**config.mk**
```make
export PLATFORM = sky130hd
export DESIGN_NAME = rd_pointer_empty
export DESIGN_NICKNAME = d
export VERILOG_FILES = /design/src/rtl/rd_pointer_empty.sv
export SDC_FILE = /design/constraint.sdc
export NUM_CORES = 1
export LEC_CHECK = 0
export ABC_CLOCK_PERIOD_IN_PS = 2350
export BUFFER_PORTS_ARGS = -buffer_cell sky130_fd_sc_hd__buf_2
export CAP_MARGIN = 20
export CORE_UTILIZATION = 48
export CTS_CLUSTER_DIAMETER = 30
export DETAILED_ROUTE_END_ITERATION = 10
export PLACE_DENSITY_LB_ADDON = 0.08
export SLEW_MARGIN = 20
export SYNTH_ARGS = -nofsm -noshare
export SYNTH_HDL_FRONTEND = slang
export SYNTH_SLANG_ARGS = --single-unit
```
**constraint.sdc**
```tcl
create_clock -name rclk -period 2.35 [get_ports rclk]
set_clock_uncertainty 0.1 [all_clocks]
set_input_delay 0.235 -clock rclk [delete_from_list [all_inputs] [get_ports rclk]]
set_output_delay 0.235 -clock rclk [all_outputs]
set_load 0.05 [all_outputs]
```
**src/rtl/rd_pointer_empty.sv**
```systemverilog
// Read-side pointer, write-pointer synchroniser and registered empty/valid/underflow flags of an
// async FIFO. Define ASYNC_FIFO_RD_LEVEL_EN to add the registered rd_level and almost_empty outputs.
module rd_pointer_empty #(
  parameter int unsigned WIDTH     = 8,
  parameter int unsigned AE_THRESH = 2
) (
  input  logic           rclk,
  input  logic           rd_srstn,
  input  logic           rd_en,
  input  logic [WIDTH:0] wptr_gray_async,
  output logic [WIDTH-1:0] rd_addr,
  output logic [WIDTH:0] rd_ptr,
  output logic [WIDTH:0] rd_ptr_gray,
  output logic           empty,
  output logic           rd_valid,
  output logic           underflow
`ifdef ASYNC_FIFO_RD_LEVEL_EN
  ,
  output logic [WIDTH:0] rd_level,
  output logic           almost_empty
`endif
);

  logic [WIDTH:0] rd_ptr_q, rd_ptr_d;
  logic [WIDTH:0] rd_gray_q, rd_gray_d;
  logic [WIDTH:0] wsync1_q, wsync2_q;
  logic           empty_q, empty_d;
  logic           rd_valid_q, underflow_q;
  logic           rd_ready;

  assign rd_ready = rd_en & rd_srstn & ~empty_q;

  always_comb begin
    rd_ptr_d  = rd_ptr_q;
    if (rd_ready) begin
      rd_ptr_d = rd_ptr_q + (WIDTH + 1)'(1);
    end
    rd_gray_d = rd_ptr_d ^ (rd_ptr_d >> 1);
    // Compare against the post-read pointer so the last read raises empty on the same edge.
    empty_d   = (rd_gray_d == wsync2_q);
  end

  always_ff @(posedge rclk) begin
    if (!rd_srstn) begin
      rd_ptr_q    <= '0;
      rd_gray_q   <= '0;
      wsync1_q    <= '0;
      wsync2_q    <= '0;
      empty_q     <= 1'b1;
      rd_valid_q  <= 1'b0;
      underflow_q <= 1'b0;
    end else begin
      rd_ptr_q    <= rd_ptr_d;
      rd_gray_q   <= rd_gray_d;
      wsync1_q    <= wptr_gray_async;
      wsync2_q    <= wsync1_q;
      empty_q     <= empty_d;
      rd_valid_q  <= rd_ready;
      underflow_q <= rd_en & empty_q;
    end
  end

  assign rd_addr     = rd_ptr_q[WIDTH-1:0];
  assign rd_ptr      = rd_ptr_q;
  assign rd_ptr_gray = rd_gray_q;
  assign empty       = empty_q;
  assign rd_valid    = rd_valid_q;
  assign underflow   = underflow_q;

`ifdef ASYNC_FIFO_RD_LEVEL_EN
  localparam logic [WIDTH:0] AeThresh = (WIDTH + 1)'(AE_THRESH);

  logic [WIDTH:0] wbin_sync;
  logic [WIDTH:0] level_q, level_d;
  logic           almost_empty_q;

  // Gray to binary: each bit is the XOR of all Gray bits at or above it.
  always_comb begin
    wbin_sync[WIDTH] = wsync2_q[WIDTH];
    for (int i = int'(WIDTH) - 1; i >= 0; i--) begin
      wbin_sync[i] = wbin_sync[i+1] ^ wsync2_q[i];
    end
    level_d = wbin_sync - rd_ptr_d;
  end

  always_ff @(posedge rclk) begin
    if (!rd_srstn) begin
      level_q        <= '0;
      almost_empty_q <= 1'b1;
    end else begin
      level_q        <= level_d;
      almost_empty_q <= (level_d <= AeThresh);
    end
  end

  assign rd_level     = level_q;
  assign almost_empty = almost_empty_q;
`endif

endmodule

```
======== Word-level counts from Yosys, hierarchy flattened ========
Cells that the tools add are included.
operators by class
  add/subtract/negate cells ............... 1
  $mul .................................... 0
  div/mod/pow operators ................... 0
  $lt $le $gt $ge ......................... 0
  equality and inequality tests ........... 1
  shifts and indexed selects .............. 0
  muxes and demuxes ....................... 1
  bitwise logic cells ..................... 5
  reduce and logical (&&, ||, !) cells .... 0
operator list
  kind                 count
  $add 9x1->9 const B  1
  $eq 9x9->1           1
  $mux 9               1
  $xor 9x8->9          1
  $and 1x1->1          3
  $not 1->1            1
storage, ports and cells
  register bits after elaboration ......... 39
  latch bits .............................. 0
  memory bits (writable) .................. 0
  bits in read-only memories .............. 0
  bits of input ports ..................... 12
  output and inout port bits .............. 29
  logic and storage cells ................. 15
  memories ................................ 0

======== Depth between registers and ports, before layout ========
  depth in word-level cells ............... 5
  gate-level depth with buffers ........... 8
  mapped depth without buffers ............ 7

======== Least setup slack after synthesis ========
No wires, ideal clock.
  path kind ............................... reg2reg
  start point ............................. register rd_ptr_q[1] (netlist: rd_ptr[1])
  end point ............................... register empty_q (netlist: empty)
  library setup time ...................... 96 ps
  data arrival time ....................... 2,502 ps
  data required time ...................... 2,154 ps
  slack ................................... -348 ps
  cell stages (with the launch flop) ...... 9
  path buffers ............................ 1
  period minus slack after synthesis ...... 2,698 ps
  cell sequence ........................... dfxtp_1 ha_1 buf_6 nand2_1 nor2_4 and3_1 xnor2_1 or4_4 o41ai_2
between the ends
  cells in the longest elaborated chain, start to end .. 4
ends and longest elaborated chain
  element                 RTL line  RTL
  start, declared         24        logic [WIDTH:0] rd_ptr_q, rd_ptr_d;
  start signal, assigned  53        rd_ptr_q <= rd_ptr_d;
  $add 9x1->9             36        rd_ptr_d = rd_ptr_q + (WIDTH + 1)'(1);
  $mux 9 (*)              35        if (rd_ready) begin
  $xor 9x8->9 (*)         38        rd_gray_d = rd_ptr_d ^ (rd_ptr_d >> 1);
  $eq 9x9->1 (*)          40        empty_d = (rd_gray_d == wsync2_q);
  end signal, assigned    57        empty_q <= empty_d;
  end, declared           27        logic empty_q, empty_d;
Every way passes the cells marked *; elsewhere a longest branch is shown, timed or not.
A chain may end at the register's enable or synchronous reset.

======== Worst setup path after layout ========
  start point ............................. register rd_ptr_q[0] (netlist: rd_ptr[0])
  end point ............................... register empty_q (netlist: empty)
The elaborated chain is that of the path after synthesis.

==> run_results.csv <==
group,metric,value,unit
sta,tightest_slew,498,ps
clocking,clk_pin_slew,70,ps
worst_setup_path,critPathKind,"register to register",
routing,dr.first_iter.drc_count,56,
die,start_util,50.6,%
routing,wl_per_cell,12.4,um
clocking,htreeDepth,2,
finish,multi_input_area,963,um2
routing,drc,0,
routing,routed_wl,3.44,mm
die,coreArea,3690,um2
global_routing,grt_pass1_wl,5.82,mm
clocking,clk_latency,280,ps
sta,slew_viol_final,0,
clocking,numCtsBuffers,5,
routing,vias_per_cell,4.84,
worst_setup_path,slowest_delay,510,ps
global_routing,antenna_found_initial,0,
global_routing,first_global_vias,1263,
placement,dp_slack,99.6,ps
power,ir_worst_vdd,0.476,mV
logic_synthesis,yosysTopAreaCellShare,40.7,%
finish,finish.utilization,58.8,%
logic_synthesis,synth_top_area_cell,"dfxtp_1",
die,die_area,4150,um2
logic_synthesis,synth_seq_cells,38,
logic_synthesis,async_flop_share,0,%
sta,rsz0062_at_grt,"false",
finish,regArea,776,um2
logic_synthesis,synth_edf_count,0,
worst_setup_path,slowest_stage,"or4_4",
worst_setup_path,cp-end-kind,"register",
logic_synthesis,postSynthAreaPerCell,9.73,um2
finish,area_growth,16.1,%
worst_setup_path,critical_path_required,2440,ps
placement,globalplace.congestion,0.867,
finish,diodes,0,
logic_synthesis,synthTopCellsByArea,"dfxtp_1 (41%), and2_1 (10%), xnor2_1 (8.4%), xor2_1 (5.6%), buf_4 (4.4%)",
placement,io_buffers,40,
sta,period_share,94.3,%
logic_synthesis,postSynthCellCount,192,
min_path,hp-class,"primary input to register",
sta,finalHoldViolCount,0,
finish,fillCellCount,355,
sta,finalSetupViolations,0,
worst_setup_path,worstPathArrival,2310,ps
status,outcome,"finished clean",
logic_synthesis,ys_types,48,
clocking,clockBufferDepth,2,
die,die_y,64.4,um
clocking,clock_sinks,38,
logic_synthesis,syn_nets,205,
worst_setup_path,path_max_fanout,5,
finish,drive_gt1_share,33.6,%
clocking,cts_tree,"done",
logic_synthesis,synth-seq-area-share,40.7,%
power,p_leak,0.000989,uW
global_routing,grt_max_degree,22,
die,pin_count,41,
routing,first_pass_iters,4,
worst_setup_path,startpoint_type,"register",
global_routing,grt_usage,18.6,%
worst_setup_path,path_cells,"ha_2 > and3b_1 > a21oi_1 > nor2_1 > a22o_1 > or4_4 > o41ai_2",
sta,fmax,451,MHz
global_routing,overflow,0,
sta,min_period,2220,ps
routing,antenna_left,0,
logic_synthesis,synth-warning-count,0,
die,die_x,64.4,um
logic_synthesis,ys.flop_type,"dfxtp_1",
routing,num_vias,1341,
sta,slew_headroom,66.6,%
clocking,cts-root-buf,"clkbuf_8",
logic_synthesis,netlist_area,1870,um2
sta,finalSetupTns,0,ps
finish,nNetsFinal,242,
flow_run,maxCapViolCount,0,
die,rows,22,
sta,fin_ws,133,ps
placement,hpwl,2.58,mm
power,powerDensity,564,nW/um2
[path summary, 6_finish.rpt]
| check | from | endpoint | slack (ps) | cells after the start |
|---|---|---|---|---|
| setup / recovery | rd_ptr[0] | empty | 130 | 7 |
| hold / removal | wptr_gray_async[6] | wsync1_q[6] | 50 | 2 |
| setup reg to reg | rd_ptr[0] | empty | 130 | 7 |
| hold reg to reg | wsync1_q[3] | wsync2_q[3] | 340 | 1 |
[cell families after synthesis]
kind of cell,Yosys count,share of synthesized area (%)
flip-flops,38,40.7
multiplexers,2,1.07
XOR/XNOR,32,15.8
AND/OR/NAND/NOR,73,24.8
AO/OA/AOI/OAI,23,9.11
buffers and inverters,23,7.84
adder cells (fa/ha/maj),1,0.670
[stage by stage]
stage               hold WS, ps  cells  instance area [um2]  power (uW)
floorplan                   262    192                 1880         784
global placement            315    270                 2080         815
detailed placement          320    270                 2080         817
CTS                        39.0    277                 2160        1240
global route               38.7    277                 2170        1280
finish                     52.2    277                 2170        1220
[critical path: cells and delay by family, from the launching register on]
kind	cells	cell delay, ps
AOI/OAI and AO/OA	3	680
adders and majority gates	1	210
DFF	1	350
and+or+nand+nor	3	790
[what timing repair did]
| item | CTS | global route |
|---|---|---|
| hold buffers | 0 | 0 |
| setup endpoints to repair | 0 | 1 |
| hold endpoints to repair | 0 | 0 |
| buffers inserted | 0 | 0 |
| resized for setup | 0 | 2 |
[layout make-up]
type | count | share of cell area (%)
timing repair buffer | 50 | 12.7
clock inverter | 2 | 0.635
clock buffer | 5 | 3.17
inverter | 3 | 0.519
sequential | 38 | 35.8
tap | 48 | 2.77
multi-input combinational | 131 | 44.4
[sequential cells by signal (all words and copies together), names as in the netlist]
name,flops
wsync1_q,9
rd_ptr_gray,8
underflow,1
empty,1
rd_valid,1
wsync2_q,9
rd_ptr,9
[placed cells by master (no fill, tap or decap), types with 2 or more instances in the layout]
cell type	Yosys	final
and3_1	3	3
o21ai_0	2	2
buf_4	11	10
inv_1	2	2
dfxtp_1	38	32
xnor2_1	18	18
nand3b_1	2	2
nor3_1	3	3
nand2b_1	2	2
clkbuf_8	0	5
o211ai_1	2	2
xnor2_2	2	2
and2_1	31	31
buf_2	2	40
dfxtp_4	0	3
a21oi_1	7	7
nand2_1	7	7
nor2_1	7	7
nor2b_1	6	6
mux2i_1	2	2
dfxtp_2	0	3
xor2_1	12	12
[routing by layer]
| layer | global-route usage [%] | wire [um] | vias up |
|---|---|---|---|
| met3 | 5.89 | 183 | 7 |
| met2 | 29.3 | 1570 | 45 |
| met5 | 0 | 0 | - |
| met4 | 6.94 | 64 | 0 |
| li1 | - | - | 687 |
| met1 | 23.4 | 1630 | 602 |
[report_power, final]
part	internal, uW	total [uW]	leakage (uW)	switching, uW
registers	663	671	0.000315	8.67
clock network	203	423	0.0000406	220
logic	55.9	129	0.000633	73.5
[synthesized netlist by cell type (all sizes together) (2+ instances only)]
library cell	n
xnor2	20
nand3b	2
o211ai	2
xor2	12
nor3	3
a21oi	7
nand2b	2
nor2b	6
o21ai	3
a21boi	2
clkbuf	5
mux2i	2
dfxtp	38
nor2	8
nand2	7
buf	15
and2	32
inv	3
and3	4
No activity file was read; power rests on OpenSTA's default activity.
